### config.mk
export PLATFORM = sky130hd
export DESIGN_NAME = shift_rows_stream_flat
export DESIGN_NICKNAME = d
export VERILOG_FILES = /design/src/rtl/shift_rows_if.sv /design/src/rtl/shift_rows_stream.sv /design/src/flat_wrapper.sv
export SDC_FILE = /design/constraint.sdc
export NUM_CORES = 1
export LEC_CHECK = 0
export BUFFER_PORTS_ARGS = -buffer_cell sky130_fd_sc_hd__buf_2
export CORE_UTILIZATION = 50
export DETAILED_ROUTE_END_ITERATION = 6
export PLACE_DENSITY = 0.83
export SKIP_LAST_GASP = 1
export SYNTH_ARGS = -nofsm -noshare
export SYNTH_HDL_FRONTEND = slang
export SYNTH_SLANG_ARGS = --single-unit
### constraint.sdc
create_clock -name clk -period 12.5 [get_ports clk]
set_input_delay 1.875 -clock clk [delete_from_list [all_inputs] [get_ports clk]]
set_output_delay 1.875 -clock clk [all_outputs]
set_load 0.01 [all_outputs]
### src/rtl/shift_rows_if.sv
// Stream bus for the ShiftRows stage: input beat (valid/ready/mode/data/tag)
// and output beat (valid/ready/data/tag).
interface shift_rows_if #(
    parameter int unsigned DATA_W = 128,
    parameter int unsigned TAG_W  = 4
);
    logic              in_valid;
    logic              in_ready;
    logic [1:0]        in_mode;
    logic [DATA_W-1:0] in_data;
    logic [TAG_W-1:0]  in_tag;
    logic              out_valid;
    logic              out_ready;
    logic [DATA_W-1:0] out_data;
    logic [TAG_W-1:0]  out_tag;

    // Producer of input beats and consumer of output beats
    modport master (
        output in_valid, in_mode, in_data, in_tag, out_ready,
        input  in_ready, out_valid, out_data, out_tag
    );

    // The ShiftRows block itself
    modport slave (
        input  in_valid, in_mode, in_data, in_tag, out_ready,
        output in_ready, out_valid, out_data, out_tag
    );
endinterface

### src/rtl/shift_rows_stream.sv
// Streaming AES/Rijndael ShiftRows (forward, inverse or bypass per beat) for
// NB = 4..8 columns, with a 2-entry output FIFO on a valid/ready handshake.
module shift_rows_stream #(
    parameter int unsigned NB    = 4,
    parameter int unsigned TAG_W = 4
) (
    input  logic          clk,
    input  logic          rst,
    shift_rows_if.slave   bus
);
    localparam int unsigned DATA_W = 32 * NB;
    localparam int unsigned S1     = 1;
    localparam int unsigned S2     = (NB == 8) ? 3 : 2;
    localparam int unsigned S3     = (NB >= 7) ? 4 : 3;

    // Reject unsupported block widths at elaboration
    generate
        if (NB < 4 || NB > 8) begin : g_bad_nb
            $error("shift_rows_stream: NB must be in 4..8");
        end
        if (TAG_W < 1) begin : g_bad_tag
            $error("shift_rows_stream: TAG_W must be at least 1");
        end
    endgenerate

    // Rijndael row offset for row r
    function automatic int unsigned row_shift(input int unsigned r);
        case (r)
            1:       return S1;
            2:       return S2;
            3:       return S3;
            default: return 0;
        endcase
    endfunction

    // Column of the input byte that lands in column c of row r
    function automatic int unsigned src_col(input int unsigned c, input int unsigned r,
                                            input logic inv);
        if (inv) return (c + NB - row_shift(r)) % NB;
        return (c + row_shift(r)) % NB;
    endfunction

    logic [DATA_W-1:0] perm_c;
    logic              push_c;
    logic              pop_c;

    logic [DATA_W-1:0] data_q [2];
    logic [DATA_W-1:0] data_d [2];
    logic [TAG_W-1:0]  tag_q  [2];
    logic [TAG_W-1:0]  tag_d  [2];
    logic              wr_ptr_q, wr_ptr_d;
    logic              rd_ptr_q, rd_ptr_d;
    logic [1:0]        count_q,  count_d;

    // Byte permutation of the incoming state; mode[1] selects bypass
    always_comb begin
        perm_c = bus.in_data;
        if (!bus.in_mode[1]) begin
            for (int unsigned c = 0; c < NB; c++) begin
                for (int unsigned r = 0; r < 4; r++) begin
                    perm_c[8*(4*c+r) +: 8] =
                        bus.in_data[8*(4*src_col(c, r, bus.in_mode[0])+r) +: 8];
                end
            end
        end
    end

    assign push_c = bus.in_valid && bus.in_ready;
    assign pop_c  = bus.out_valid && bus.out_ready;

    // FIFO next state: write permuted beat at tail, advance head on pop
    always_comb begin
        data_d   = data_q;
        tag_d    = tag_q;
        wr_ptr_d = wr_ptr_q;
        rd_ptr_d = rd_ptr_q;
        count_d  = count_q + 2'(push_c) - 2'(pop_c);
        if (push_c) begin
            data_d[wr_ptr_q] = perm_c;
            tag_d[wr_ptr_q]  = bus.in_tag;
            wr_ptr_d         = !wr_ptr_q;
        end
        if (pop_c) begin
            rd_ptr_d = !rd_ptr_q;
        end
    end

    // FIFO state registers; reset discards all buffered beats
    always_ff @(posedge clk or posedge rst) begin
        if (rst) begin
            for (int i = 0; i < 2; i++) begin
                data_q[i] <= '0;
                tag_q[i]  <= '0;
            end
            wr_ptr_q <= 1'b0;
            rd_ptr_q <= 1'b0;
            count_q  <= 2'd0;
        end else begin
            data_q   <= data_d;
            tag_q    <= tag_d;
            wr_ptr_q <= wr_ptr_d;
            rd_ptr_q <= rd_ptr_d;
            count_q  <= count_d;
        end
    end

    // Handshake and head-of-queue outputs, from registered state only
    assign bus.in_ready  = (count_q != 2'd2) && !rst;
    assign bus.out_valid = (count_q != 2'd0);
    assign bus.out_data  = data_q[rd_ptr_q];
    assign bus.out_tag   = tag_q[rd_ptr_q];
endmodule
### src/flat_wrapper.sv
// flat-port wrapper written by rule: the top's interface ports become plain ports
module shift_rows_stream_flat 
#(
    parameter int unsigned NB    = 4,
    parameter int unsigned TAG_W = 4
)
  (clk, rst, bus_in_valid, bus_in_mode, bus_in_data, bus_in_tag, bus_out_ready, bus_in_ready, bus_out_valid, bus_out_data, bus_out_tag);
  shift_rows_if #(.TAG_W(TAG_W)) bus_i ();
  input  logic clk;
  input  logic rst;
  input wire logic [$bits(bus_i.in_valid)-1:0] bus_in_valid;
  input wire logic [$bits(bus_i.in_mode)-1:0] bus_in_mode;
  input wire logic [$bits(bus_i.in_data)-1:0] bus_in_data;
  input wire logic [$bits(bus_i.in_tag)-1:0] bus_in_tag;
  input wire logic [$bits(bus_i.out_ready)-1:0] bus_out_ready;
  output wire logic [$bits(bus_i.in_ready)-1:0] bus_in_ready;
  output wire logic [$bits(bus_i.out_valid)-1:0] bus_out_valid;
  output wire logic [$bits(bus_i.out_data)-1:0] bus_out_data;
  output wire logic [$bits(bus_i.out_tag)-1:0] bus_out_tag;
  assign bus_i.in_valid = bus_in_valid;
  assign bus_i.in_mode = bus_in_mode;
  assign bus_i.in_data = bus_in_data;
  assign bus_i.in_tag = bus_in_tag;
  assign bus_i.out_ready = bus_out_ready;
  assign bus_in_ready = bus_i.in_ready;
  assign bus_out_valid = bus_i.out_valid;
  assign bus_out_data = bus_i.out_data;
  assign bus_out_tag = bus_i.out_tag;
  shift_rows_stream #(.NB(NB), .TAG_W(TAG_W)) u_core (.clk(clk), .rst(rst), .bus(bus_i));
endmodule
==> results.md, run 1 <==
* 0 — count of antenna-violating nets left after detailed routing
* 0 — Post-CTS Hold Buffers
* reg2reg — class of the most critical hold timing path
* 37.8% — sequential group share of total power
* 265.8 nW/um^2 — ratio of total power to cell area
* 272 — I/O Pins
* 6.332 — Via density
* 30 — CTS Buf Count
* 0 — Post-CTS Setup Repair Bufs
* 0 — GRT Residual Overflow
* 0 ps — Sum Neg Setup Slack
* 63210 um — wire length of the first global-routing pass
* 41370 um — final wirelength
* yes — clock tree from TritonCTS
* sky130_fd_sc_hd__clkbuf_16 — Root Buffer
* 0.1914% — Post-Synth XOR/XNOR Area
* 48.86% — top cell type's share of synthesized area
* 0 — setup-violating endpoint count in the final report
* 268 — Seq cells post-synth
* 0.002733 W — Internal Dissipation
* 28120 sq um — area of the die
* 8047 ps — worst slack at placement
* 1093 ps — slew at the pin closest to its max-slew limit
* 27.16% — worst slew margin relative to its limit
* 1 — H-tree level count
* 0.9276 — routability congestion estimate
* 7.415 nW — Pleak
* 36.47% — switching power as a share of total power
* 1498 — number of nets in the final layout
* no — unrepaired setup endpoints after global routing
* 3150 ps — arrival time at the worst endpoint
* 16.96% — compound-cell area share of the yosys netlist
* 0.001569 W — switching component of the power
* 570 ps — clock insertion delay at the later pin of the skew report
* 24.00 um — routed length per instance
* 199.2 MHz — maximum frequency from static timing analysis
* 0 — total of warnings raised by yosys
* 0.1823% — post-synthesis share of cell area spent on full adders, half adders and majority gates
* 0.0001759 V — peak ir drop on the vdd network
* 74 — maximum fanout encountered on the critical timing path
* 48.86% — Seq/Total Area, Yosys
* 11.94 sq um — average cell area after synthesis
* 3 — Max Root-Sink Buffers
* 0 — DRC violations left
* 167.7 um — die boundary height
* 10620 ps — worst endpoint required time
* 271 — IO buf count
* 167.7 um — die boundary width
* 26950 sq um — Floorplan Core Area
* 13730 sq um — Post-Syn Area
* 40.17% — fraction of the cycle the final worst path needs
* 41.9% — part of the power in combinational logic
* 27680 um — hpwl dp
* multiplexers — combinational family with the most area after synthesis
* sky130_fd_sc_hd__dfrtp_1 — Yosys top cell by area
* 1063 — initial DRC count
* 0 — number of slew-limit violations in the final report
* 268 — clock net sink count
* 29.09% — global-route usage over all layers
* 20.3% — share of power burned in the clock network
* 50.93% — starting density of the core
* flop — element type at the critical path start
* 7479 ps — min setup slack post-route
* 10.92k — vias after detailed routing
* 6 — drt pass-1 iters
* 1290 — Post-Syn Nets
* 5021 ps — Min Clock Period, post-route
* sky130_fd_sc_hd__dfrtp_1, sky130_fd_sc_hd__mux2_2, sky130_fd_sc_hd__a32o_1 — main area contributors after synthesis
* 0 — Final Hold Vio Count
* 10.97k — number of global-route vias before repair
* 147 — maximum number of pins on one net before global-route repair
* 0 — max cap viols
* 45.76% — fraction of layout cells with a size suffix above 1
* 3 — number of antenna violations at the first check in global routing
* output port — Setup crit end kind
* reg2out — Worst Setup Path Type
* 0 — CTS resizes
* 60 — row count
* 60 ps — Clock Pin Slew Worst Setup and Hold Paths
* 25.78% — multiplexer area fraction after synthesis
* 17.93% — area growth from synthesis to layout
* 29 — number of library cell types mapped by synthesis
* 3.282% — simple-gate area share of the yosys netlist
* 1150 — cells after synthesis
* 37.80 ps — skew final
* finished clean — run status
==> placed cells by master (no fill, tap or decap), types with 2 or more instances in the layout <==
cell type                    netlist  layout
sky130_fd_sc_hd__mux2_2          285     285
sky130_fd_sc_hd__buf_2            29     269
sky130_fd_sc_hd__dfrtp_1         268     266
sky130_fd_sc_hd__o31ai_1         100     100
sky130_fd_sc_hd__a21oi_1          78      78
sky130_fd_sc_hd__a32o_1           78      78
sky130_fd_sc_hd__nand2_1          56      56
sky130_fd_sc_hd__inv_1            43      41
sky130_fd_sc_hd__clkbuf_16         0      30
sky130_fd_sc_hd__nor2_1           26      26
sky130_fd_sc_hd__o211ai_1         23      23
sky130_fd_sc_hd__buf_4            10      17
sky130_fd_sc_hd__mux2i_1          16      16
sky130_fd_sc_hd__o211a_1          16      16
sky130_fd_sc_hd__mux2_1           15      15
sky130_fd_sc_hd__nor2b_1          11      10
sky130_fd_sc_hd__a211oi_1          9       9
sky130_fd_sc_hd__clkbuf_8          0       9
sky130_fd_sc_hd__clkbuf_1         60       7
sky130_fd_sc_hd__clkinv_2          0       4
sky130_fd_sc_hd__clkinvlp_4        0       3
sky130_fd_sc_hd__diode_2           0       2
sky130_fd_sc_hd__nor3_4            2       2
sky130_fd_sc_hd__inv_2             1       2
sky130_fd_sc_hd__nand3_4           0       2
sky130_fd_sc_hd__xnor2_1           2       2
sky130_fd_sc_hd__ha_1              2       2
==> per-stage QoR <==
stage / total power, W / hold slack (ps) / utilization, % / area [sq um] / std cells
after floorplan: 0.002750 / 454.1 / - / 13730 / 1150
after global placement: 0.003356 / 463.5 / 56.37 / 15190 / 1667
after detailed placement: 0.003418 / 470.8 / 56.37 / 15190 / 1667
after CTS: 0.004306 / 484.9 / 60.04 / 16180 / 1722
after global routing: 0.004521 / 506.4 / 60.04 / 16180 / 1722
final: 0.004302 / 488.7 / 60.06 / 16190 / 1724
==> Yosys cell counts (all sizes together) <==
library cell / count
xor2: 1
a21oi: 78
o211ai: 23
nor2b: 11
o21ai: 1
nand3: 2
nor3: 2
clkbuf: 60
xnor2: 2
a211oi: 9
mux2i: 16
and2: 1
inv: 44
nand2: 56
mux2: 300
o31ai: 100
buf: 50
ha: 2
o211a: 16
nor2: 27
nand2b: 2
dfrtp: 268
a32o: 78
or2: 1
==> power groups by stage <==
stage	logic (W)	registers [W]	clock network (W)
2_1_floorplan	0.00131	0.00144	0
3_3_place_gp	0.00174	0.00161	0
3_5_place_dp	0.00179	0.00162	0
4_1_cts	0.00181	0.00162	0.000882
5_1_grt	0.00194	0.00167	0.000917
6_report	0.00180	0.00163	0.000873
==> critical path, stage by stage, from the launching register on <==
cell and delay [ps]:
sky130_fd_sc_hd__dfrtp_4 1140, sky130_fd_sc_hd__buf_4 790, sky130_fd_sc_hd__mux2_2 430, sky130_fd_sc_hd__buf_2 140
==> layout make-up <==
type	count	area, sq um
Fill cell	2139	10760
Clock inverter	9	88.84
Clock buffer	46	900.9
Inverter	44	172.7
Multi-Input combinational cell	728	6407
Tap cell	341	426.7
Timing Repair Buffer	286	1474
Sequential cell	268	6711
Antenna cell	2	5.005
==> worst paths after layout <==
kind | startpoint | end | slack [ps] | depth (start not counted)
worst max-delay path | u_core.rd_ptr_q | bus_out_data[73] | 7480 | 3
worst min-delay path | u_core.data_q[252] | u_core.data_q[252] | 490 | 1
worst max register to register | u_core.wr_ptr_q | u_core.data_q[248] | 9480 | 6
worst min register to register | u_core.data_q[252] | u_core.data_q[252] | 490 | 1
max in group asynchronous | rst | u_core.data_q[242] | 9440 | 3
min in group asynchronous | rst | u_core.count_q[1] | 1580 | 2
==> logic make-up after synthesis <==
logic type,count (synthesis)
fa+ha+maj,2
xor+xnor,3
buf+inv,154
flops,268
simple gates,102
mux,316
compound gates,305
==> metal layers <==
layer	wire length [um]	global-route usage (%)	share of wire, %	up-vias
li1	-	-	-	4718
met2	18540	45.80	45	688
met4	2505	15.36	6.1	6
met5	43	0	0.10	-
met3	4353	6.689	11	125
met1	15920	37.47	38	5379
==> sequential cells by signal, summed over array words and instances (netlist names) <==
signal and count:
u_core.count_q 2, u_core.data_q 256, u_core.rd_ptr_q 1, u_core.tag_q 8
u_core.wr_ptr_q 1
Power figures use the tool's default switching activity.
==> run 2: changes to the inputs <==
PLACE_DENSITY = 0.86   (was 0.83)
clock period = 4.4 ns   (was 12.5 ns; I/O delays follow)
==> results.md, run 2 (synthesis gave the netlist of run 1 again) <==
* 0 — number of slew-limit violations in the final report
* 50.93% — starting density of the core
* 3 — number of antenna violations at the first check in global routing
* 21.06% — worst slew margin relative to its limit
* 0 — DRC violations left
* 0 — Post-CTS Setup Repair Bufs
* reg2out — Worst Setup Path Type
* 271 — IO buf count
* 0.0004627 V — peak ir drop on the vdd network
* 2163 — fill cell total of the finished layout
* 0 — max cap viols
* 45.84% — fraction of layout cells with a size suffix above 1
* 27020 um — hpwl dp
* output port — Setup crit end kind
* 5 — drt pass-1 iters
* finished clean — run status
* 2 — worst path bufs/invs
* 63 — maximum fanout encountered on the critical timing path
* 0 — GRT Residual Overflow
* 23.56 um — routed length per instance
* flop — element type at the critical path start
* 0.8979 — routability congestion estimate
* 2700 ps — arrival time at the worst endpoint
* 18.02% — area growth from synthesis to layout
* 272 — I/O Pins
* 40620 um — final wirelength
* 1980 ps — Reg2Reg Setup Slack
* sky130_fd_sc_hd__mux2_2, sky130_fd_sc_hd__buf_2, sky130_fd_sc_hd__dfrtp_1 — most frequent cells in the layout
* 3358 ps — Min Clock Period, post-route
* 530 ps — clock insertion delay at the later pin of the skew report
* sky130_fd_sc_hd__dfrtp_4 — Slowest cell on crit path
* sky130_fd_sc_hd__mux2_2 — leading cell type in the layout, fill and taps excluded
* 3740 ps — worst endpoint required time
* 1184 ps — slew at the pin closest to its max-slew limit
* 0 — Final Hold Vio Count
* 0 ps — Sum Neg Setup Slack
* u_core.data_q x256, u_core.tag_q x8, u_core.count_q x2 — registers with the highest flip-flop counts
* 12.62 ps — skew final
* in2async — class of the most critical hold timing path
* 6407 sq um — area occupied by multi-input gates
* 0 — CTS resizes
* flip-flops — Top delay family on crit path
* sky130_fd_sc_hd__clkbuf_16 — Root Buffer
* 1502 — number of nets in the final layout
* 6711 sq um — area used by sequential logic in the layout
* u_core.data_q — Most flops, register
* 297.8 MHz — maximum frequency from static timing analysis
* 26950 sq um — Floorplan Core Area
* 0 — count of antenna-violating nets left after detailed routing
* no — unrepaired setup endpoints after global routing
* 29 — CTS Buf Count
* 1019 — initial DRC count
* 165 — maximum number of pins on one net before global-route repair
* 755.8 nW/um^2 — ratio of total power to cell area
* 10.83k — number of global-route vias before repair
* 28.23% — global-route usage over all layers
* 1110 ps — Slowest Stage Delay on Critical Path
* 60 ps — Clock Pin Slew Worst Setup and Hold Paths
* buf_4 > mux2_2 > buf_2 — CP Cell Sequence
* 60.11% — core occupancy in the finished layout
* 10.92k — vias after detailed routing
* 256 — max FFs per register
* 60 — row count
* 6.334 — Via density
* 3 — Max Root-Sink Buffers
* 167.7 um — die boundary width
* 1 — H-tree level count
* yes — clock tree from TritonCTS
* 268 — clock net sink count
* 167.7 um — die boundary height
* 341.5 ps — Worst Hold Slack
* 76.32% — fraction of the cycle the final worst path needs
* 0 — Post-CTS Hold Buffers
* 61950 um — wire length of the first global-routing pass
* 7.433 nW — Pleak
* 0 — setup-violating endpoint count in the final report
* 28120 sq um — area of the die
[run 2: cell types whose count changed in the layout (fill, tap and decap cells not counted)]
cell / previous run / this run
sky130_fd_sc_hd__clkbuf_1: 7 / 6
sky130_fd_sc_hd__clkbuf_8: 9 / 8
sky130_fd_sc_hd__clkinv_8: 1 / 0
sky130_fd_sc_hd__buf_4: 17 / 20
sky130_fd_sc_hd__inv_8: 1 / 0
sky130_fd_sc_hd__buf_12: 0 / 2
sky130_fd_sc_hd__clkinv_2: 4 / 5
sky130_fd_sc_hd__clkinvlp_4: 3 / 1
sky130_fd_sc_hd__bufinv_16: 1 / 2
sky130_fd_sc_hd__clkbuf_16: 30 / 29
[run 2: worst register-to-register path: cells and delay by family, from the launching register on]
kind | cells | cell delay [ps]
AOI/OAI and AO/OA | 1 | 400
buffers and inverters | 2 | 930
and+or+nand+nor | 2 | 530
DFF | 1 | 430
[run 2: stage by stage]
| stage | worst slack (ps) | cell area, sq um | cells | total power [W] |
|---|---|---|---|---|
| after floorplan | 200.5 | 13730 | 1150 | 0.007814 |
| after global placement | 1640 | 15250 | 1672 | 0.009580 |
| after detailed placement | 1627 | 15250 | 1672 | 0.009796 |
| after CTS | 1090 | 16190 | 1722 | 0.01225 |
| after global routing | 1021 | 16190 | 1722 | 0.01284 |
| final | 1042 | 16200 | 1724 | 0.01224 |
[run 2: final cells by class]
cell class	count	area share (%)
flip-flops and latches	268	41.43
multi-input cells	728	39.55
repair buffers	291	9.485
clock buffers	43	5.299
well taps	341	2.634
inverters	44	1.043
clock inverters	7	0.5252
diodes	2	0.03090
[run 2: per-layer routing]
layer / vias to the layer above / track usage, % / part of all wire [%]
li1: 4726 / - / -
met1: 5377 / 37.16 / 39
met2: 713 / 46.07 / 47
met3: 102 / 5.365 / 9.8
met4: 2 / 11.13 / 4.3
met5: - / 0 / 0.030
[run 2: path summary, 6_finish.rpt]
path / from / end / depth (start not counted)
setup / recovery: u_core.rd_ptr_q / bus_out_data[25] / 3
hold / removal: rst / u_core.data_q[128] / 3
setup reg to reg: u_core.count_q[0] / u_core.data_q[78] / 5
hold reg to reg: u_core.data_q[182] / u_core.data_q[182] / 1
max in group asynchronous: rst / u_core.wr_ptr_q / 3
min in group clk: bus_in_data[65] / u_core.data_q[193] / 2
[run 2: power breakdown]
group | leakage, nW | total [W] | internal, W | switching (W)
Clock | 0.470 | 0.00241 | 0.00145 | 0.000961
Sequential | 3.26 | 0.00446 | 0.00367 | 0.000783
Combinational | 3.71 | 0.00537 | 0.00265 | 0.00272
Total | 7.43 | 0.0122 | 0.00778 | 0.00447
==> run 3: changes to the inputs <==
ABC_AREA = 1   (was default)
PLACE_DENSITY = 0.83   (was 0.86)
clock period = 3.3 ns   (was 4.4 ns; I/O delays follow)
==> results.md, run 3 <==
* finished clean — run status
* 100.0% — async set-or-reset flop fraction in the synthesized netlist
* 18.84% — area growth from synthesis to layout
* inv_4 > buf_12 > nand2_1 > nand2_1 > buf_2 — CP Cell Sequence
* 167.7 um — die boundary width
* 0 — total of warnings raised by yosys
* 60 ps — Clock Pin Slew Worst Setup and Hold Paths
* u_core.data_q — Most flops, register
* 15.18% — fraction of layout cells with a size suffix above 1
* 167.7 um — die boundary height
* 2079 — cells after synthesis
* yes — clock tree from TritonCTS
* in2reg — class of the most critical hold timing path
* 15.95 um — routed length per instance
* 0.0006063 V — peak ir drop on the vdd network
* 550 ps — clock insertion delay at the later pin of the skew report
* no — unrepaired setup endpoints after global routing
* 2219 — Post-Syn Nets
* 662.5 ps — min setup slack post-route
* 0 — DRC violations left
* sky130_fd_sc_hd__dfrtp_1 — Yosys top cell by area
* 0 — count of antenna-violating nets left after detailed routing
* 42450 um — final wirelength
* 0 — GRT Residual Overflow
* 18 — number of library cell types mapped by synthesis
* 2430 — fill cell total of the finished layout
* 0 ps — Sum Neg Setup Slack
* 10.03 nW — Pleak
* 2421 — number of nets in the final layout
* 26740 um — hpwl dp
* 18.20 ps — skew final
* 30 — CTS Buf Count
* 0.01583 W — post-layout total power
* 1 — H-tree level count
* 47.55% — met2 Use GR
* 29.94% — global-route usage over all layers
* 133 — maximum number of pins on one net before global-route repair
* 970.7 nW/um^2 — ratio of total power to cell area
* 66750 um — wire length of the first global-routing pass
* 0 — count of flip-flops with a built-in enable after synthesis
* 0 — Post-CTS Setup Repair Bufs
* buffers and inverters — Top delay family on crit path
* 79.92% — fraction of the cycle the final worst path needs
* reg2out — Worst Setup Path Type
* flop — element type at the critical path start
* 28.94% — worst slew margin relative to its limit
* 256 — max FFs per register
* sky130_fd_sc_hd__nand2_1 — most prevalent standard cell on the critical path
* 53 — maximum fanout encountered on the critical timing path
* 13730 sq um — Post-Syn Area
* sky130_fd_sc_hd__nand2_1 — leading cell type in the layout, fill and taps excluded
* 50.93% — starting density of the core
* 1066 ps — slew at the pin closest to its max-slew limit
* 3 — Max Root-Sink Buffers
* 5 — drt pass-1 iters
* 5.164 — Via density
* 0 — Final Hold Vio Count
* 3 — worst path bufs/invs
* output port — Setup crit end kind
* 2140 ps — arrival time at the worst endpoint
* 972.5 ps — worst slack at placement
* sky130_fd_sc_hd__clkbuf_16 — Root Buffer
* sky130_fd_sc_hd__dfrtp_4 — Slowest cell on crit path
* sky130_fd_sc_hd__dfrtp_1 — most instantiated flip-flop cell in the synthesis netlist
* 2661 — number of standard cells in the final layout excluding fillers
* 0.8785 — routability congestion estimate
* 38.34% — met1 Usage GRT
* sky130_fd_sc_hd__nand2_1, sky130_fd_sc_hd__dfrtp_1, sky130_fd_sc_hd__inv_1 — leading cell types by count after synthesis
* 268 — Seq cells post-synth
* 268 — clock net sink count
* 26950 sq um — Floorplan Core Area
* 271 — IO buf count
* 272 — I/O Pins
* 2800 ps — worst endpoint required time
* sky130_fd_sc_hd__dfrtp_1, sky130_fd_sc_hd__nand2_1, sky130_fd_sc_hd__nand3_1 — main area contributors after synthesis
* sky130_fd_sc_hd__nand2_1, sky130_fd_sc_hd__buf_2, sky130_fd_sc_hd__dfrtp_1 — most frequent cells in the layout
* 28120 sq um — area of the die
* 379.2 MHz — maximum frequency from static timing analysis
* 2637 ps — Min Clock Period, post-route
* 48.86% — top cell type's share of synthesized area
* u_core.data_q x256, u_core.tag_q x8, u_core.count_q x2 — registers with the highest flip-flop counts
* 12.90k — number of global-route vias before repair
* 19 — number of antenna violations at the first check in global routing
* 0 — max cap viols
* 0 — CTS resizes
* 1422 — initial DRC count
* 6.602 sq um — average cell area after synthesis
* 48.86% — Seq/Total Area, Yosys
* 60 — row count
* 0 — setup-violating endpoint count in the final report
* 13.74k — vias after detailed routing
* 2589 — count of placed standard cells including taps
* met2 — layer with the highest usage after global routing
* 500 ps — Slowest Stage Delay on Critical Path
* sky130_fd_sc_hd__nand2_1 — most frequently used cell type in the post-synthesis netlist
* 0 — number of slew-limit violations in the final report
* 7.823% — met3 Track Usage GR
[run 3: what timing repair did]
action                                  in CTS  in global routing
hold buffers                                 1                  0
endpoints found under the setup margin       0                  0
hold endpoints to repair                    73                  0
[run 3: cell families (layout without fill, tap and decap cells)]
kind of cell,Yosys count,count (layout),synth area share (%)
simple gates,1614,1614,44.86
xor+xnor,3,3,0.1915
other cells,0,15,0
compound gates,1,1,0.03643
buf+inv,191,417,5.870
flops,268,268,48.86
fa+ha+maj,2,2,0.1823
[run 3: routing by layer]
| layer | up-vias | wire [um] |
|---|---|---|
| li1 | 6598 | - |
| met1 | 6436 | 17540 |
| met2 | 584 | 19250 |
| met3 | 115 | 3740 |
| met4 | 8 | 1869 |
| met5 | - | 48 |
[run 3: through the flow]
stage / hold slack [ps] / utilization, % / area, sq um
2_1_floorplan: 448.7 / - / 13730
5_1_grt: 156.4 / 60.51 / 16310
4_1_cts: 139.1 / 60.39 / 16270
3_5_place_dp: 464.8 / 56.47 / 15220
6_report: 146.9 / 60.52 / 16310
3_3_place_gp: 461.2 / 56.47 / 15220
[run 3: final timing paths]
kind / slack (ps) / to / cells after the start / startpoint
worst max-delay path: 660 / bus_out_data[30] / 5 / u_core.rd_ptr_q
worst min-delay path: 150 / u_core.data_q[226] / 3 / bus_in_data[98]
worst max register to register: 1430 / u_core.data_q[25] / 6 / u_core.count_q[1]
worst min register to register: 480 / u_core.data_q[37] / 2 / u_core.data_q[37]
max in group asynchronous: 1630 / u_core.data_q[92] / 4 / rst
min in group asynchronous: 580 / u_core.data_q[4] / 3 / rst
[run 3: worst register-to-register path, stage by stage, from the launching register on]
cell                      delay, ps
sky130_fd_sc_hd__dfrtp_1        430
sky130_fd_sc_hd__nand2_1        160
sky130_fd_sc_hd__nand3_2        160
sky130_fd_sc_hd__nor2_4         140
sky130_fd_sc_hd__buf_4          630
sky130_fd_sc_hd__nand2_1        190
sky130_fd_sc_hd__nand2_1        110
[run 3: where the power goes]
part           switching [W]  internal (W)  total (W)
logic                0.00426       0.00226    0.00652
registers           0.000900       0.00490    0.00580
clock network        0.00138       0.00213    0.00351
[run 3: layout make-up]
class                           instances  area, sq um  share of cell area, %
Tap cell                              341        426.7                  2.616
Inverter                               72        285.3                  1.749
Sequential cell                       268         6710                  41.14
Clock buffer                           40        859.6                  5.270
Timing Repair Buffer                  289         1584                  9.711
Multi-Input combinational cell       1620         6223                  38.15
Antenna cell                           15        37.54                 0.2301
Clock inverter                         16        185.2                  1.135
